File: config.mk
export PLATFORM = sky130hd
export DESIGN_NAME = tdm_mux_tx
export DESIGN_NICKNAME = d
export VERILOG_FILES = /design/src/rtl/tdm_mux_tx.sv
export SDC_FILE = /design/constraint.sdc
export NUM_CORES = 1
export LEC_CHECK = 0
export BUFFER_PORTS_ARGS = -buffer_cell sky130_fd_sc_hd__clkbuf_2
export CORE_UTILIZATION = 24
export CTS_CLUSTER_DIAMETER = 150
export DETAILED_ROUTE_END_ITERATION = 10
export SKIP_CTS_REPAIR_TIMING = 1
export SLEW_MARGIN = 10
export SYNTH_ARGS = -nofsm -noshare
export SYNTH_HDL_FRONTEND = slang
export SYNTH_SLANG_ARGS = --single-unit
File: constraint.sdc
create_clock -name clk -period 2.9 [get_ports clk]
set_input_delay 0.29 -clock clk [delete_from_list [all_inputs] [get_ports clk]]
set_output_delay 0.29 -clock clk [all_outputs]
set_load 0.01 [all_outputs]
File: src/rtl/tdm_mux_tx.sv
// -----------------------------------------------------------------------------
// tdm_mux_tx
// Time-division multiplexing transmitter. A parallel word of N_CH = 2**SEL_W
// bits is captured into a shadow register. It is then sent one bit per slot on
// a single serial line. Each slot is held for HOLD clock cycles. The slot index
// is driven alongside the data, so a downstream 1-to-N demux can route each
// bit back to its lane.
//
// Parameters
//   SEL_W        select width; N_CH = 2**SEL_W lanes
//   HOLD         cycles each slot stays on the line (legal 1..255)
//
// Ports
//   clk          rising-edge clock
//   rst_n        synchronous active-low reset
//   En           block enable; 0 aborts any frame and zeroes the outputs
//   load_valid   producer offers a word on IN
//   load_ready   block accepts a word this cycle (combinational)
//   IN           parallel word; bit i is sent in slot i
//   OUT          serial data bit of the current slot (registered)
//   S            current slot index (registered)
//   slot_valid   OUT/S carry a live slot (registered)
//   frame_start  first cycle of slot 0 of a frame (registered)
//   frame_done   one-cycle pulse after the last cycle of slot N_CH-1 (registered)
// -----------------------------------------------------------------------------
module tdm_mux_tx #(
    parameter int SEL_W = 3,
    parameter int HOLD  = 1
) (
    input  logic                  clk,
    input  logic                  rst_n,
    input  logic                  En,
    input  logic                  load_valid,
    output logic                  load_ready,
    input  logic [2**SEL_W-1:0]   IN,
    output logic                  OUT,
    output logic [SEL_W-1:0]      S,
    output logic                  slot_valid,
    output logic                  frame_start,
    output logic                  frame_done
);

    localparam int N_CH = 2**SEL_W;
    localparam logic [SEL_W-1:0] SLOT_LAST = SEL_W'(N_CH - 1);
    localparam logic [7:0]       HOLD_LAST = 8'(HOLD - 1);

    typedef enum logic {IDLE, SEND} state_t;

    state_t            state_q, state_d;
    logic [N_CH-1:0]   shadow_q, shadow_d;
    logic [SEL_W-1:0]  slot_q, slot_d;
    logic [7:0]        hold_q, hold_d;

    logic              out_q, out_d;
    logic [SEL_W-1:0]  s_q, s_d;
    logic              slot_valid_q, slot_valid_d;
    logic              frame_start_q, frame_start_d;
    logic              frame_done_q, frame_done_d;

    logic              end_of_frame;
    logic              xfer;

    // The last cycle of the last slot is the only point during SEND at which a
    // new word can be taken. Accepting it there gives back-to-back frames.
    assign end_of_frame = (state_q == SEND) && (slot_q == SLOT_LAST) && (hold_q == HOLD_LAST);
    assign load_ready   = En && ((state_q == IDLE) || end_of_frame);
    assign xfer         = load_valid && load_ready;

    always_comb begin
        // NOTE: every variable gets a default first, so no path can infer a latch.
        state_d      = state_q;
        shadow_d     = shadow_q;
        slot_d       = slot_q;
        hold_d       = hold_q;
        frame_done_d = 1'b0;

        if (!En) begin
            // Abort: the shadow word is discarded and no frame_done is issued.
            state_d  = IDLE;
            shadow_d = '0;
            slot_d   = '0;
            hold_d   = '0;
        end else if (xfer) begin
            state_d      = SEND;
            shadow_d     = IN;
            slot_d       = '0;
            hold_d       = '0;
            frame_done_d = end_of_frame;
        end else if (state_q == SEND) begin
            if (end_of_frame) begin
                state_d      = IDLE;
                slot_d       = '0;
                hold_d       = '0;
                frame_done_d = 1'b1;
            end else if (hold_q == HOLD_LAST) begin
                hold_d = '0;
                slot_d = slot_q + SEL_W'(1);
            end else begin
                hold_d = hold_q + 8'd1;
            end
        end

        // The output registers are loaded from the next state. The slot that
        // state_d describes therefore appears on the line in the cycle right
        // after the edge, which gives one-cycle capture-to-slot-0 latency.
        slot_valid_d  = (state_d == SEND);
        s_d           = slot_valid_d ? slot_d : '0;
        out_d         = slot_valid_d ? shadow_d[slot_d] : 1'b0;
        frame_start_d = slot_valid_d && (slot_d == '0) && (hold_d == '0);
    end

    always_ff @(posedge clk) begin
        // NOTE: synchronous reset; the shadow register is reset too, because
        // it is a single word and not a memory array.
        if (!rst_n) begin
            state_q       <= IDLE;
            shadow_q      <= '0;
            slot_q        <= '0;
            hold_q        <= '0;
            out_q         <= 1'b0;
            s_q           <= '0;
            slot_valid_q  <= 1'b0;
            frame_start_q <= 1'b0;
            frame_done_q  <= 1'b0;
        end else begin
            // NOTE: non-blocking assignments, so all registers update together.
            state_q       <= state_d;
            shadow_q      <= shadow_d;
            slot_q        <= slot_d;
            hold_q        <= hold_d;
            out_q         <= out_d;
            s_q           <= s_d;
            slot_valid_q  <= slot_valid_d;
            frame_start_q <= frame_start_d;
            frame_done_q  <= frame_done_d;
        end
    end

    assign OUT         = out_q;
    assign S           = s_q;
    assign slot_valid  = slot_valid_q;
    assign frame_start = frame_start_q;
    assign frame_done  = frame_done_q;

endmodule

==> results of run 1 <==
[per-stage QoR]
stage	worst slack, ns	power (W)	util, %	hold WS [ns]	instances
2_1_floorplan	0.625	0.000419	-	0.412	165
3_3_place_gp	0.409	0.000444	28.0	0.444	252
6_report	0.467	0.000745	29.4	0.216	256
3_5_place_dp	0.304	0.000444	28.0	0.448	252
4_1_cts	0.295	0.000748	29.3	0.223	256
5_1_grt	0.211	0.000775	29.4	0.220	256
[worst min path at each step]
stage	startpoint	end	slack (ns)
detailed placement	shadow_q[1]	shadow_q[1]	0.45
CTS	IN[1]	shadow_q[1]	0.22
finish	IN[1]	shadow_q[1]	0.22
global route	IN[3]	shadow_q[3]	0.22
floorplan	rst_n	shadow_q[2]	0.41
global placement	shadow_q[1]	shadow_q[1]	0.44
[cell families (layout without fill, tap and decap cells)]
family / after synthesis / in the layout / share of synthesized area, %
adders and majority gates: 4 / 4 / 3.61
muxes: 1 / 1 / 0.721
and+or+nand+nor: 73 / 73 / 28.0
buffers and inverters: 12 / 31 / 3.79
AOI/OAI and AO/OA: 40 / 40 / 20.7
xor gates and xnor gates: 9 / 9 / 5.68
DFF: 26 / 26 / 37.5
[sequential cells by signal, indices dropped and copies added, names as in the netlist]
register     cells
shadow_q         8
slot_q           3
S                3
OUT              1
frame_start      1
hold_q           8
frame_done       1
slot_valid       1
[power by group]
group          internal (W)  switching (W)
Combinational     0.0000267      0.0000444
Clock              0.000185       0.000124
Sequential         0.000362     0.00000249
Total              0.000574       0.000171
[routing by layer]
layer | up-vias | global-route usage, % | share of wire (%)
met5 | - | 0 | 0
met4 | 0 | 4.63 | 1.4
met3 | 7 | 1.51 | 4.0
met2 | 28 | 18.1 | 46
met1 | 586 | 15.0 | 48
li1 | 632 | - | -
[worst min-delay path, stage by stage]
cell      delay, ns
clkbuf_2       0.08
nand2_1        0.04
a21oi_1        0.05
[final cells by class]
type	instances	area, um^2
well taps	72	90.1
repair buffers	20	103
clock buffers	3	41.3
clock inverters	1	30.0
flip-flops and latches	26	520
inverters	7	26.3
fillers	605	3910
multi-input cells	127	821
[cell usage in the layout, fill, tap and decap left out, types with 3 or more instances in the layout]
cell,instances
dfxtp_1,26
nand3_1,7
xnor2_1,7
and2_1,3
and3_1,6
inv_1,7
nor3_1,3
o21ai_1,4
ha_1,4
a21oi_1,9
or3_1,3
a31oi_1,3
clkbuf_2,19
clkbuf_8,3
o21ai_0,4
a21o_1,3
nand2_1,12
nor2_1,23
==> run summary, run 1 <==
status = finished, final reports clean
final wirelength = 3190 um
Final nets = 201
Critical-path top delay cell = or3_1
Worst-Margin Slew = 0.526 ns
hold depth = 3
Starting Density = 25.0%
CTS Buf Count = 3
Design Area, Final = 1630 um^2
Antenna diodes = 0
DIE HEIGHT = 78.0 um
TritonCTS sink count = 26
GRT Resource Usage Total = 11.2%
Worst Path Buf+Inv = 0
vias in the first global route = 1,169
R2R Setup Slk = 0.47 ns
Final Setup Violations = 0
Initial DRC Count = 47
count leader, synth = dfxtp_1
Leakage = 0.625 nW
worst r2r path cells = 8
CP top delay family = compound AO/OA/AOI/OAI gates
CP Capture Point = frame_start
Critical Path Sink Type = flip-flop
clk buf depth = 2
nature of the critical path startpoint = flip-flop
Seq/Total Area, Yosys = 37.5%
Critical Path AT = 2.61 ns
Post-Syn Instances = 165
drt wl/cell = 12.4 um
vias = 1,253
unrepaired setup endpoints after global routing = no
FF-to-FF End = frame_start
Final Wtd Congestion = 0.837
CTS tree = yes
dominant cell type by area after synthesis = dfxtp_1
Critical Path Fanout Max = 7
Worst Clk Skew = 0.00647 ns
DIE AREA = 6090 um^2
highest clock rate = 0.411 GHz
Cell Area, Placed = 1550 um^2
VDD IR max = 0.171 mV
Synth area leaders = dfxtp_1, nor2_1, xnor2_1
Hold Vio Cnt, Final = 0
crit share post-route = 83.9%
ys async rst share = 0%
total number of yosys warnings = 0
P&R area growth vs syn = 17.6%
vias per inst = 4.89
FF+latch count, synth = 26
first-pass GRT wire length = 5380 um
crit path cell chain = ha_1 -> ha_1 -> nor4b_2 -> a21boi_1 -> o21ai_1 -> or3_1 -> o211a_1 -> o2111a_1
Synth top cells by count = dfxtp_1, nor2_1, nand2_1
setup TNS = 0 ns
Overflow after GRT = 0
Placeable Area = 5540 um^2
final slew viol count = 0
category of the most critical setup path = flip-flop to flip-flop
Reg clk slew, reported paths = 0.10 ns
CP dominant cell by count = ha_1
Final ANT Viol Nets = 0
number of max-cap violations = 0
Max transition margin = 64.4%
number of stages on the worst setup path = 8
CTS H-tree lvls = 1
worst skew pair latency = 0.28 ns
drt pass-1 iters = 4
Cell Area, Synth = 1390 um^2
largest net degree at the start of global routing = 16
worst stage delay on the critical path = 0.43 ns
EDFF count, synth = 0
Worst Setup SP = slot_q[0]
# DRC = 0
Die Width = 78.0 um
CP Data Required Time = 3.07 ns
initial antenna violation count = 0
buffers added on ports = 19
top cell type's share of synthesized area = 37.5%
Row Count = 27
cell area power density = 457 nW/um^2
top_reg_cell synth = dfxtp_1
R2R Path Start = slot_q[0]
share of layout cells above drive strength 1 = 17.4%
count of cell types in the netlist = 48
Mean Syn Cell Area = 8.41 um^2
Final min period = 2.43 ns
HP Class = primary input to flip-flop
syn_nets = 181
post-DP HPWL = 2430 um
clk root buf = clkbuf_8
Top Ports = 20
Note: power is estimated with default switching activity, not from simulation.
==> run 2, diff against run 1 <==
clock period = 2.1 ns   (was 2.9 ns; I/O delays follow)
==> run 2 against run 1 <==
The run now ends with setup timing left. Sequential power increased by 38%. Global-route usage increased by 1.1 points. Maximum frequency increased by 9.9%. Die area unchanged. Critical path depth unchanged. Setup slack got worse by 0.58 ns. Clock power decreased by 8.4%. Combinational power increased by 91%. Highest routed layer unchanged.
==> run summary, run 2 (synthesized netlist as in run 1, its figures left out) <==
status = finished with violations (was finished, final reports clean)
failing checks = setup timing
Placeable Area = 5540 um^2 (unchanged)
Row Count = 27 (unchanged)
vias per inst = 4.66 (was 4.89)
Die Width = 78.0 um (unchanged)
vias in the first global route = 1,321 (was 1,169)
Final Wtd Congestion = 0.886 (was 0.837)
CP Data Required Time = 2.28 ns (was 3.07 ns)
share of layout cells above drive strength 1 = 35.8% (was 17.4%)
nature of the critical path startpoint = flip-flop (unchanged)
initial antenna violation count = 0 (unchanged)
most common cell after layout, fill and taps aside = buf_4 (was dfxtp_1)
Reg clk slew, reported paths = 0.09 ns (was 0.10 ns)
cell area power density = 477 nW/um^2 (was 457 nW/um^2)
Flop pwr share = 54.6% (was 48.9%)
number of max-cap violations = 0 (unchanged)
final slew viol count = 0 (unchanged)
Leakage = 0.787 nW (was 0.625 nW)
largest net degree at the start of global routing = 15 (was 16)
DIE HEIGHT = 78.0 um (unchanged)
Antenna diodes = 0 (unchanged)
first-pass GRT wire length = 5980 um (was 5380 um)
HP Class = primary input to flip-flop (unchanged)
most frequent cells in the layout = buf_4, dfxtp_1, nor2_1 (was dfxtp_1, nor2_1, clkbuf_2)
Critical Path Sink Type = flip-flop (unchanged)
Tot Pwr = 0.000922 W (was 0.000745 W)
Critical Path Fanout Max = 5 (was 7)
CTS Buf Count = 3 (unchanged)
VDD IR max = 0.323 mV (was 0.171 mV)
CTS tree = yes (unchanged)
Initial DRC Count = 74 (was 47)
TritonCTS sink count = 26 (unchanged)
drt pass-1 iters = 4 (unchanged)
DIE AREA = 6090 um^2 (unchanged)
CTS H-tree lvls = 1 (unchanged)
worst skew pair latency = 0.27 ns (was 0.28 ns)
buffers added on ports = 19 (unchanged)
filler cell count in the final layout = 593 (was 605)
Cell Area, Placed = 1800 um^2 (was 1550 um^2)
Design Area, Final = 1930 um^2 (was 1630 um^2)
Final Setup Violations = 2 (was 0)
# DRC = 0 (unchanged)
Largest regs = hold_q (8), shadow_q (8) (unchanged)
P_int = 0.000692 W (was 0.000574 W)
vias = 1,336 (was 1,253)
Worst Clk Skew = 0.00162 ns (was 0.00647 ns)
Hold Vio Cnt, Final = 0 (unchanged)
post-DP HPWL = 2770 um (was 2430 um)
highest clock rate = 0.452 GHz (was 0.411 GHz)
Comb pwr share = 14.7% (was 9.5%)
Final nets = 233 (was 201)
Overflow after GRT = 0 (unchanged)
crit share post-route = 105% (was 83.9%)
Top Ports = 20 (unchanged)
Final min period = 2.21 ns (was 2.43 ns)
Final ANT Viol Nets = 0 (unchanged)
Worst Slack Setup Final = -0.114 ns (was 0.467 ns)
clk root buf = clkbuf_8 (unchanged)
GRT Resource Usage Total = 12.3% (was 11.2%)
clk buf depth = 2 (unchanged)
drt wl/cell = 12.5 um (was 12.4 um)
unrepaired setup endpoints after global routing = yes (was no)
Starting Density = 25.0% (unchanged)
switching portion of total power = 24.9% (was 23.0%)
P&R area growth vs syn = 39.2% (was 17.6%)
P_sw = 0.000230 W (was 0.000171 W)
clock share of power = 30.7% (was 41.5%)
category of the most critical setup path = flip-flop to flip-flop (unchanged)
Max transition margin = 77.6% (was 64.4%)
final wirelength = 3580 um (was 3190 um)
Worst-Margin Slew = 0.333 ns (was 0.526 ns)
Critical Path AT = 2.40 ns (was 2.61 ns)
## run 2: worst max-delay path, cell delays in order (launching register included)
cell       delay, ns
dfxtp_2         0.33
inv_2           0.06
ha_4            0.12
or4b_4          0.48
or4_4           0.47
a21o_1          0.19
o22ai_2         0.18
a2111oi_4       0.10
a311oi_2        0.20
## run 2: through the flow
stage	std cells	worst slack (ns)	setup TNS, ns	hold slack, ns	util (%)
after CTS	285	-0.144	-0.148	0.162	33.2
after floorplan	165	-0.0217	-0.0217	0.332	-
after global placement	282	-0.0784	-0.0784	0.438	32.5
after detailed placement	282	-0.129	-0.129	0.450	32.5
final	287	-0.114	-0.162	0.158	34.9
after global routing	287	-0.227	-0.382	0.164	34.9
## run 2: layout make-up
class	count	area, um^2	area share, %
multi-input combinational	127	897	46.4
clock buffer	3	41.3	2.14
inverter	7	26.3	1.36
timing repair buffer	52	354	18.3
tap	72	90.1	4.66
sequential	26	523	27.1
## run 2: worst paths after layout
path | startpoint | endpoint | slack, ns | cells after the start
worst max-delay path | hold_q[0] | OUT | -0.11 | 8
worst min-delay path | IN[3] | shadow_q[3] | 0.16 | 3
worst max register to register | hold_q[0] | OUT | -0.11 | 8
worst min register to register | shadow_q[3] | shadow_q[3] | 0.46 | 2
## run 2: power groups by stage
| stage | combinational, W | sequential, W | clock (W) |
|---|---|---|---|
| floorplan | 0.0000644 | 0.000516 | 0 |
| global placement | 0.000123 | 0.000515 | 0 |
| detailed placement | 0.000123 | 0.000515 | 0 |
| CTS | 0.000123 | 0.000503 | 0.000292 |
| global route | 0.000150 | 0.000504 | 0.000317 |
| finish | 0.000136 | 0.000503 | 0.000283 |
## run 2: layer usage
layer	vias to the layer above	GRT usage, %	part of all wire, %
li1	692	-	-
met1	618	15.7	49
met2	22	21.7	47
met3	4	2.09	2.3
met4	0	2.78	0.89
met5	-	0	0
